**src/rtl/truth_table_sequencer.sv**
```systemverilog
// truth_table_sequencer: walks every input combination of a small
// combinational unit, holds each for SETTLE cycles, samples the unit
// outputs and compares them against the EXPECTED truth table.
// It reports the mismatch count, the first failing index and pass/fail.
module truth_table_sequencer #(
   parameter int unsigned N_IN   = 3,
   parameter int unsigned N_OUT  = 3,
   parameter int unsigned SETTLE = 1,
   parameter logic [N_OUT*(2**N_IN)-1:0] EXPECTED = '0
) (
   input  logic              clk,
   input  logic              reset,
   input  logic              start,
   output logic [N_IN-1:0]   dut_in,
   input  logic [N_OUT-1:0]  dut_out,
   output logic              sample_strobe,
   output logic              busy,
   output logic              done,
   output logic              pass,
   output logic [N_IN:0]     mismatch_count,
   output logic              fail_seen,
   output logic [N_IN-1:0]   first_fail_idx
);

   typedef enum logic [1:0] {
      S_IDLE,
      S_APPLY,
      S_SAMPLE,
      S_DONE
   } state_t;

   // Settle counter is 4 bits wide: SETTLE is limited to 1..15.
   localparam logic [3:0] SETTLE_LOAD = 4'(SETTLE - 1);

   state_t            r_state;
   logic [N_IN-1:0]   r_idx;
   logic [3:0]        r_settle;
   logic              r_strobe;
   logic              r_busy;
   logic              r_done;
   logic              r_pass;
   logic [N_IN:0]     r_cnt;
   logic              r_fail;
   logic [N_IN-1:0]   r_first;

   logic [N_OUT-1:0]  w_exp;
   logic              w_mismatch;
   logic [N_IN:0]     w_cnt_next;

   // Expected slice for the vector currently driven, and the compare result.
   always_comb begin
      w_exp      = EXPECTED[32'(r_idx) * N_OUT +: N_OUT];
      w_mismatch = (dut_out != w_exp);
      w_cnt_next = r_cnt + (N_IN+1)'(w_mismatch);
   end

   // Sweep state machine; all outputs are registered here.
   always_ff @(posedge clk) begin
      if (reset) begin
         r_state  <= S_IDLE;
         r_idx    <= '0;
         r_settle <= '0;
         r_strobe <= 1'b0;
         r_busy   <= 1'b0;
         r_done   <= 1'b0;
         r_pass   <= 1'b0;
         r_cnt    <= '0;
         r_fail   <= 1'b0;
         r_first  <= '0;
      end else begin
         case (r_state)
            S_IDLE, S_DONE: begin
               // Without start, IDLE holds reset values and DONE holds results.
               if (start) begin
                  r_state  <= S_APPLY;
                  r_idx    <= '0;
                  r_settle <= SETTLE_LOAD;
                  r_strobe <= 1'b0;
                  r_busy   <= 1'b1;
                  r_done   <= 1'b0;
                  r_pass   <= 1'b0;
                  r_cnt    <= '0;
                  r_fail   <= 1'b0;
                  r_first  <= '0;
               end
            end
            S_APPLY: begin
               if (r_settle == '0) begin
                  r_state  <= S_SAMPLE;
                  r_strobe <= 1'b1;
               end else begin
                  r_settle <= r_settle - 4'd1;
               end
            end
            S_SAMPLE: begin
               r_strobe <= 1'b0;
               if (w_mismatch) begin
                  r_cnt <= w_cnt_next;
                  if (!r_fail) begin
                     r_first <= r_idx;
                     r_fail  <= 1'b1;
                  end
               end
               if (r_idx == '1) begin
                  r_state <= S_DONE;
                  r_busy  <= 1'b0;
                  r_done  <= 1'b1;
                  r_pass  <= (w_cnt_next == '0);
               end else begin
                  r_state  <= S_APPLY;
                  r_idx    <= r_idx + N_IN'(1);
                  r_settle <= SETTLE_LOAD;
               end
            end
            default: r_state <= S_IDLE;
         endcase
      end
   end

   assign dut_in         = r_idx;
   assign sample_strobe  = r_strobe;
   assign busy           = r_busy;
   assign done           = r_done;
   assign pass           = r_pass;
   assign mismatch_count = r_cnt;
   assign fail_seen      = r_fail;
   assign first_fail_idx = r_first;

endmodule

```
**config.mk**
```make
export PLATFORM = sky130hd
export DESIGN_NAME = truth_table_sequencer
export DESIGN_NICKNAME = d
export VERILOG_FILES = /design/src/rtl/truth_table_sequencer.sv
export SDC_FILE = /design/constraint.sdc
export NUM_CORES = 1
export LEC_CHECK = 0
export ABC_AREA = 1
export BUFFER_PORTS_ARGS = -buffer_cell sky130_fd_sc_hd__buf_2
export CORE_MARGIN = 4
export CORE_UTILIZATION = 51
export DETAILED_ROUTE_END_ITERATION = 16
export PLACE_DENSITY = 0.71
export SETUP_SLACK_MARGIN = 0.15
export SYNTH_ARGS = -nofsm -noshare
export SYNTH_HDL_FRONTEND = slang
export SYNTH_SLANG_ARGS = --single-unit
```
**constraint.sdc**
```tcl
create_clock -name clk -period 1.6 [get_ports clk]
set_clock_uncertainty 0.05 [all_clocks]
set_input_delay 0.08 -clock clk [delete_from_list [all_inputs] [get_ports clk]]
set_output_delay 0.08 -clock clk [all_outputs]
set_load 0.02 [all_outputs]
```
==> results of run 1 <==
per-layer routing:
layer  wire [um]  global-route usage (%)  share of wire [%]
met3         117                   2.331                4.6
met1        1158                   20.79                 45
met5           0                       0                  0
met4          84                   9.375                3.3
met2        1185                   27.36                 47
area by class of cell:
| class | instances | area (um2) |
|---|---|---|
| sequential | 21 | 426.7 |
| tap | 27 | 33.78 |
| inverter | 26 | 100.1 |
| timing repair buffer | 27 | 152.6 |
| multi-input combinational | 118 | 700.7 |
| fill | 172 | 601.8 |
| clock buffer | 4 | 26.28 |
stage by stage:
stage	hold slack (ns)	std cells	utilization, %
after floorplan	0.3180	168	-
after global placement	0.3955	214	62.56
after detailed placement	0.4025	214	62.56
after CTS	0.08258	220	65.63
after global routing	0.1203	223	70.53
final	0.09707	223	70.53
what timing repair did:
item,4_1_cts,5_1_grt
pin swaps,1,9
setup buffers,2,3
endpoints found under the setup margin,18,16
gates resized for setup,7,25
cells in the mapped netlist, drive strengths merged:
library cell and number:
a21oi 20, buf 3, dfxtp 21, ha 9
inv 26, nand2 54, nand3 9, nand4 5
nor2 18, o21ai 2, xnor2 1
logic make-up (layout without fill, tap and decap cells):
logic type               Yosys count  count (layout)
AO/OA/AOI/OAI                     22              22
XOR/XNOR                           1               1
adder cells (fa/ha/maj)            9               9
AND/OR/NAND/NOR                   86              86
flip-flops                        21              21
buffers and inverters             29              57
worst paths after layout:
path	from	endpoint	slack, ns
min reg2reg	busy	busy	0.42
max reg2reg	mismatch_count[0]	pass	0.21
max	mismatch_count[0]	pass	0.21
min	reset	r_settle[2]	0.1
power breakdown:
part	leakage [nW]	total [mW]	switching, mW	internal [mW]
Combinational	0.497	1.17	0.713	0.458
Clock	0.0150	0.260	0.163	0.0972
Sequential	0.173	0.688	0.0717	0.616
registers in the layout (all words and copies together), names as in the netlist, 2 cells and up:
signal and flops:
r_state 2, r_settle 4, dut_in 3, mismatch_count 4, first_fail_idx 3
cell usage in the layout (no fill, tap or decap):
master,instances
a21oi_2,3
inv_4,1
o21ai_1,1
clkbuf_1,1
dfxtp_2,5
dfxtp_1,16
nand2_2,6
a21oi_1,17
buf_2,20
inv_2,4
nand3_2,1
o21ai_0,1
nor2_4,2
nand2_1,42
nor2_1,14
xnor2_1,1
ha_1,6
nand3_1,8
ha_2,2
nand4_1,5
buf_4,7
nand2_8,1
nor2_2,2
clkbuf_4,3
ha_4,1
inv_1,21
nand2_4,5
worst register-to-register path: stages (launching register included):
cell and delay [ns]:
dfxtp_2 0.34, ha_2 0.20, ha_1 0.30, inv_1 0.06
nand3_1 0.08, nor2_2 0.10, nand3_2 0.08, a21oi_2 0.11
==> run metrics, run 1 <==
Synth top area share=between 30 and 40%; Data required, critical path=between 1.5 and 2 ns; antenna-violating nets left=0; share of layout cells above drive strength 1=between 30 and 40%; status=finished clean; height of the die=between 50 and 60 um; Synth Area in Adders=9.804%; critical setup path kind=flop to flop; Max Slew Vio Count=0; unrepaired setup endpoints after global routing=yes; post-synthesis cell type count=18; Leakage=a little under 0.7 nW; mux share of post-synthesis cell area=0%; max-cap violations=0; worst hold stages=2; worst vdd ir=between 1 and 1.5 mV; remaining global-route overflow=0; PD cells=1472 mW/mm2; gr usage total=about 17%; Final Net Count=roughly 210; Worst-path clk slew=approximately 0.12 ns; Starting Density=between 50% and 60%; # hold bufs at CTS=0; critical path, cell by cell=ha_2 > ha_1 > inv_1 > nand3_1 > nor2_2 > nand3_2 > a21oi_2; largest family of logic cells by synthesized area=simple AND/OR/NAND/NOR gates; synthesized area=roughly 0.0011 mm2; Area Overhead vs Synth=25.38%; Post-Place Worst Slack=0.03412 ns; Max FO, Critical Path=3; Critical Path Max Stage Delay=0.34 ns; largest net degree at the start of global routing=18; Final Instance Area=0.001440 mm2; crit path DAT=roughly 1.6 ns; hold crit path type=primary input to flop; DRC violation count after routing=0; Synth Area in Compound Gates=under 10%; Root Driver=clkbuf_4; initial drt markers=27; Levels on crit path=7; CTS Buf Count=3; CTS H-tree lvls=1; clock sinks=21; die area=between 0.003 and 0.004 mm2; Worst Reg-to-Reg Cells=7; Post-Synth XOR/XNOR Area=less than 1%; Die Span X=between 50 and 60 um; crit share post-route=about 87%; Post-Synth Simple-Gate Area=33.01%; Sum Neg Setup Slack=0 ns; Skew-Pair Late Insertion Delay=around 0.31 ns; PortBufs=20; CP Launch Type=flop; dpl hpwl=1827 um; Final Power=around 2.1 mW; first-pass GRT wire length=approximately 4100 um; final hold vios=0; crit path buf inv count=1; ranking of synthesized cells by area=dfxtp_1 (37%), nand2_1 (16%), ha_1 (9.8%), a21oi_1 (8.7%), inv_1 (7.8%); Crit-path slowest cell=dfxtp_2; Yosys reg bits=21; Slew @ Worst Pin=0.3470 ns; Total Wirelength=around 2500 um; Crit. End Element=flop; synthesized instance count=~170; total core area=a little over 0.002 mm2; mean number of vias per cell=4.987; syn_area_per_cell=roughly 6.8 um2; n_diodes=0; post-synthesis net count=183; fin crit period=~1.4 ns; via count=1112; Fmax=between 700 and 800 MHz; relative slew slack=76.87%; FP Rows=16; register area share after synthesis=a little over a third; Setup WS post-layout=0.2111 ns; kind of cell adding the most delay to the critical path=adder cells; vias in the first global route=around 1000; initial antenna violation count=0; maximum clock path buffer count=2; DRT Pass-1 Iters=4; CTS tree=done; Synth area leader=dfxtp_1; Yosys warnings=0; Post-DP Area=0.001277 mm2; IO Pins=21; routability cong.=around 0.89; Final Setup Violations=0; WL/cell=approximately 11 um
Power figures use the tool's default switching activity.
==> run 2: changes to the inputs <==
CELL_PAD_IN_SITES_DETAIL_PLACEMENT = 2   (was default)
CELL_PAD_IN_SITES_GLOBAL_PLACEMENT = 2   (was default)
CORE_UTILIZATION = 26   (was 51)
PLACE_DENSITY = 0.69   (was 0.71)
clock period = 1.1 ns   (was 1.6 ns; I/O delays follow)
==> run 2 against run 1 <==
The run now ends with negative setup slack left. Setup slack got worse by 0.50 ns. Via count is 11% higher. Critical endpoint is now mismatch_count[3]. Fmax up 0.35%. Combinational power increased by 85%. Clock-buffer cell count unchanged. Global-route usage shrank 1.1 points. Wire length up 51%. Power is 73% higher. Utilization fell by 27 points. Largest cell class unchanged. Sequential power rose by 45%. Highest routed layer unchanged. Largest power group unchanged. Clock power increased by 97%.
==> run metrics, run 2 (synthesized netlist as in run 1, its figures left out) <==
status=finished, violations left; failing checks=negative setup slack; gr usage total=15.57%; CTS Buf Count=3; Total Wirelength=3856 um; Worst-path clk slew=~0.080 ns; Final Net Count=between 200 and 250; relative slew slack=85.31%; Crit. End Element=flop; Final Setup Violations=21; first-pass GRT wire length=about 6700 um; unrepaired setup endpoints after global routing=yes; Sum Neg Setup Slack=-4.955 ns; Data required, critical path=1.24 ns; Leakage=between 0.7 and 0.8 nW; PortBufs=20; Die Span X=between 70 and 80 um; FP Rows=23; critical setup path kind=flop to flop; Slew @ Worst Pin=0.2203 ns; share of layout cells above drive strength 1=a little under half; WL/cell=around 15 um; Fmax=slightly above 700 MHz; routability cong.=0.7642; commonest non-fill, non-tap cell in the layout=nand2_1; CTS H-tree lvls=1; hold slack=0.09721 ns; max-cap violations=0; crit share post-route=125.8%; dpl hpwl=between 3000 and 4000 um; worst vdd ir=0.8365 mV; initial antenna violation count=0; remaining global-route overflow=0; PD cells=about 2000 mW/mm2; CTS tree=done; fill count=488; clock sinks=21; Max FO, Critical Path=7; most frequent cells in the layout=nand2_1 (39), inv_1 (21), buf_4 (21), a21oi_1 (15), buf_2 (13); vias in the first global route=1465; Max Slew Vio Count=0; crit path DAT=1.52 ns; mean number of vias per cell=between 4 and 5; CP Launch Type=flop; height of the die=between 70 and 80 um; Root Driver=clkbuf_8; antenna-violating nets left=0; n_diodes=0; # hold bufs at CTS=0; fin crit period=around 1.4 ns; Skew-Pair Late Insertion Delay=0.26 ns; Starting Density=between 20% and 30%; maximum clock path buffer count=2; DRC violation count after routing=0; Area Overhead vs Synth=55.45%; hold crit path type=primary input to flop; IO Pins=21; final hold vios=0; DRT Pass-1 Iters=4; total core area=between 0.004 and 0.005 mm2; Setup WS post-layout=-0.2841 ns; largest net degree at the start of global routing=17; die area=roughly 0.0055 mm2; via count=roughly 1200; initial drt markers=16
run 2: layout make-up:
cell class	instances	area [um2]	share of cell area (%)
Multi-Input combinational cell	118	788.3	44.15
Sequential cell	21	449.2	25.16
Timing Repair Buffer	44	335.3	18.78
Inverter	26	105.1	5.886
Tap cell	50	62.56	3.504
Clock buffer	4	45.04	2.523
run 2: path summary, 6_finish.rpt:
| kind | slack (ns) | cells past startpoint | start | to |
|---|---|---|---|---|
| worst min register to register | 0.42 | 2 | busy | busy |
| worst min-delay path | 0.1 | 4 | reset | r_state[0] |
| worst max-delay path | -0.28 | 9 | r_state[0] | mismatch_count[3] |
| worst max register to register | -0.28 | 9 | r_state[0] | mismatch_count[3] |
run 2: what timing repair did:
item / 4_1_cts / 5_1_grt
buffers inserted: 1 / 2
gates cloned: 0 / 0
setup endpoints to repair: 28 / 30
pin swaps: 5 / 5
gates resized for setup: 35 / 21
run 2: critical path: stages (launching register included):
cell and delay (ns):
dfxtp_2 0.34, inv_2 0.05, ha_4 0.24, inv_4 0.08, nand2_4 0.06, nand2_8 0.10, nand2_4 0.05, nor2_4 0.13
nand2_1 0.07, a21oi_1 0.13
run 2: report_power, final:
part | switching, mW | total, mW | leakage, nW | internal, mW
registers | 0.108 | 1.00 | 0.177 | 0.894
clock network | 0.254 | 0.512 | 0.0228 | 0.258
logic | 1.27 | 2.16 | 0.590 | 0.889
total | 1.63 | 3.67 | 0.790 | 2.04
run 2: metrics by stage:
step	util [%]	area [um2]	std cells	worst slack, ns	power, mW
finish	43.09	1785	263	-0.2841	3.670
global route	43.09	1785	263	-0.4255	4.019
CTS	41.03	1700	261	-0.2648	3.618
detailed placement	37.14	1539	256	-0.3544	2.814
global placement	37.14	1539	256	-0.2657	2.693
floorplan	-	1239	168	-0.1519	2.156
run 2: per-layer routing:
layer	vias up	GRT usage, %	share of wire [%]
met5	-	0	0
met4	0	1.976	0.34
met3	2	3.108	2.6
met2	15	30.93	55
met1	599	17.22	42
li1	616	-	-
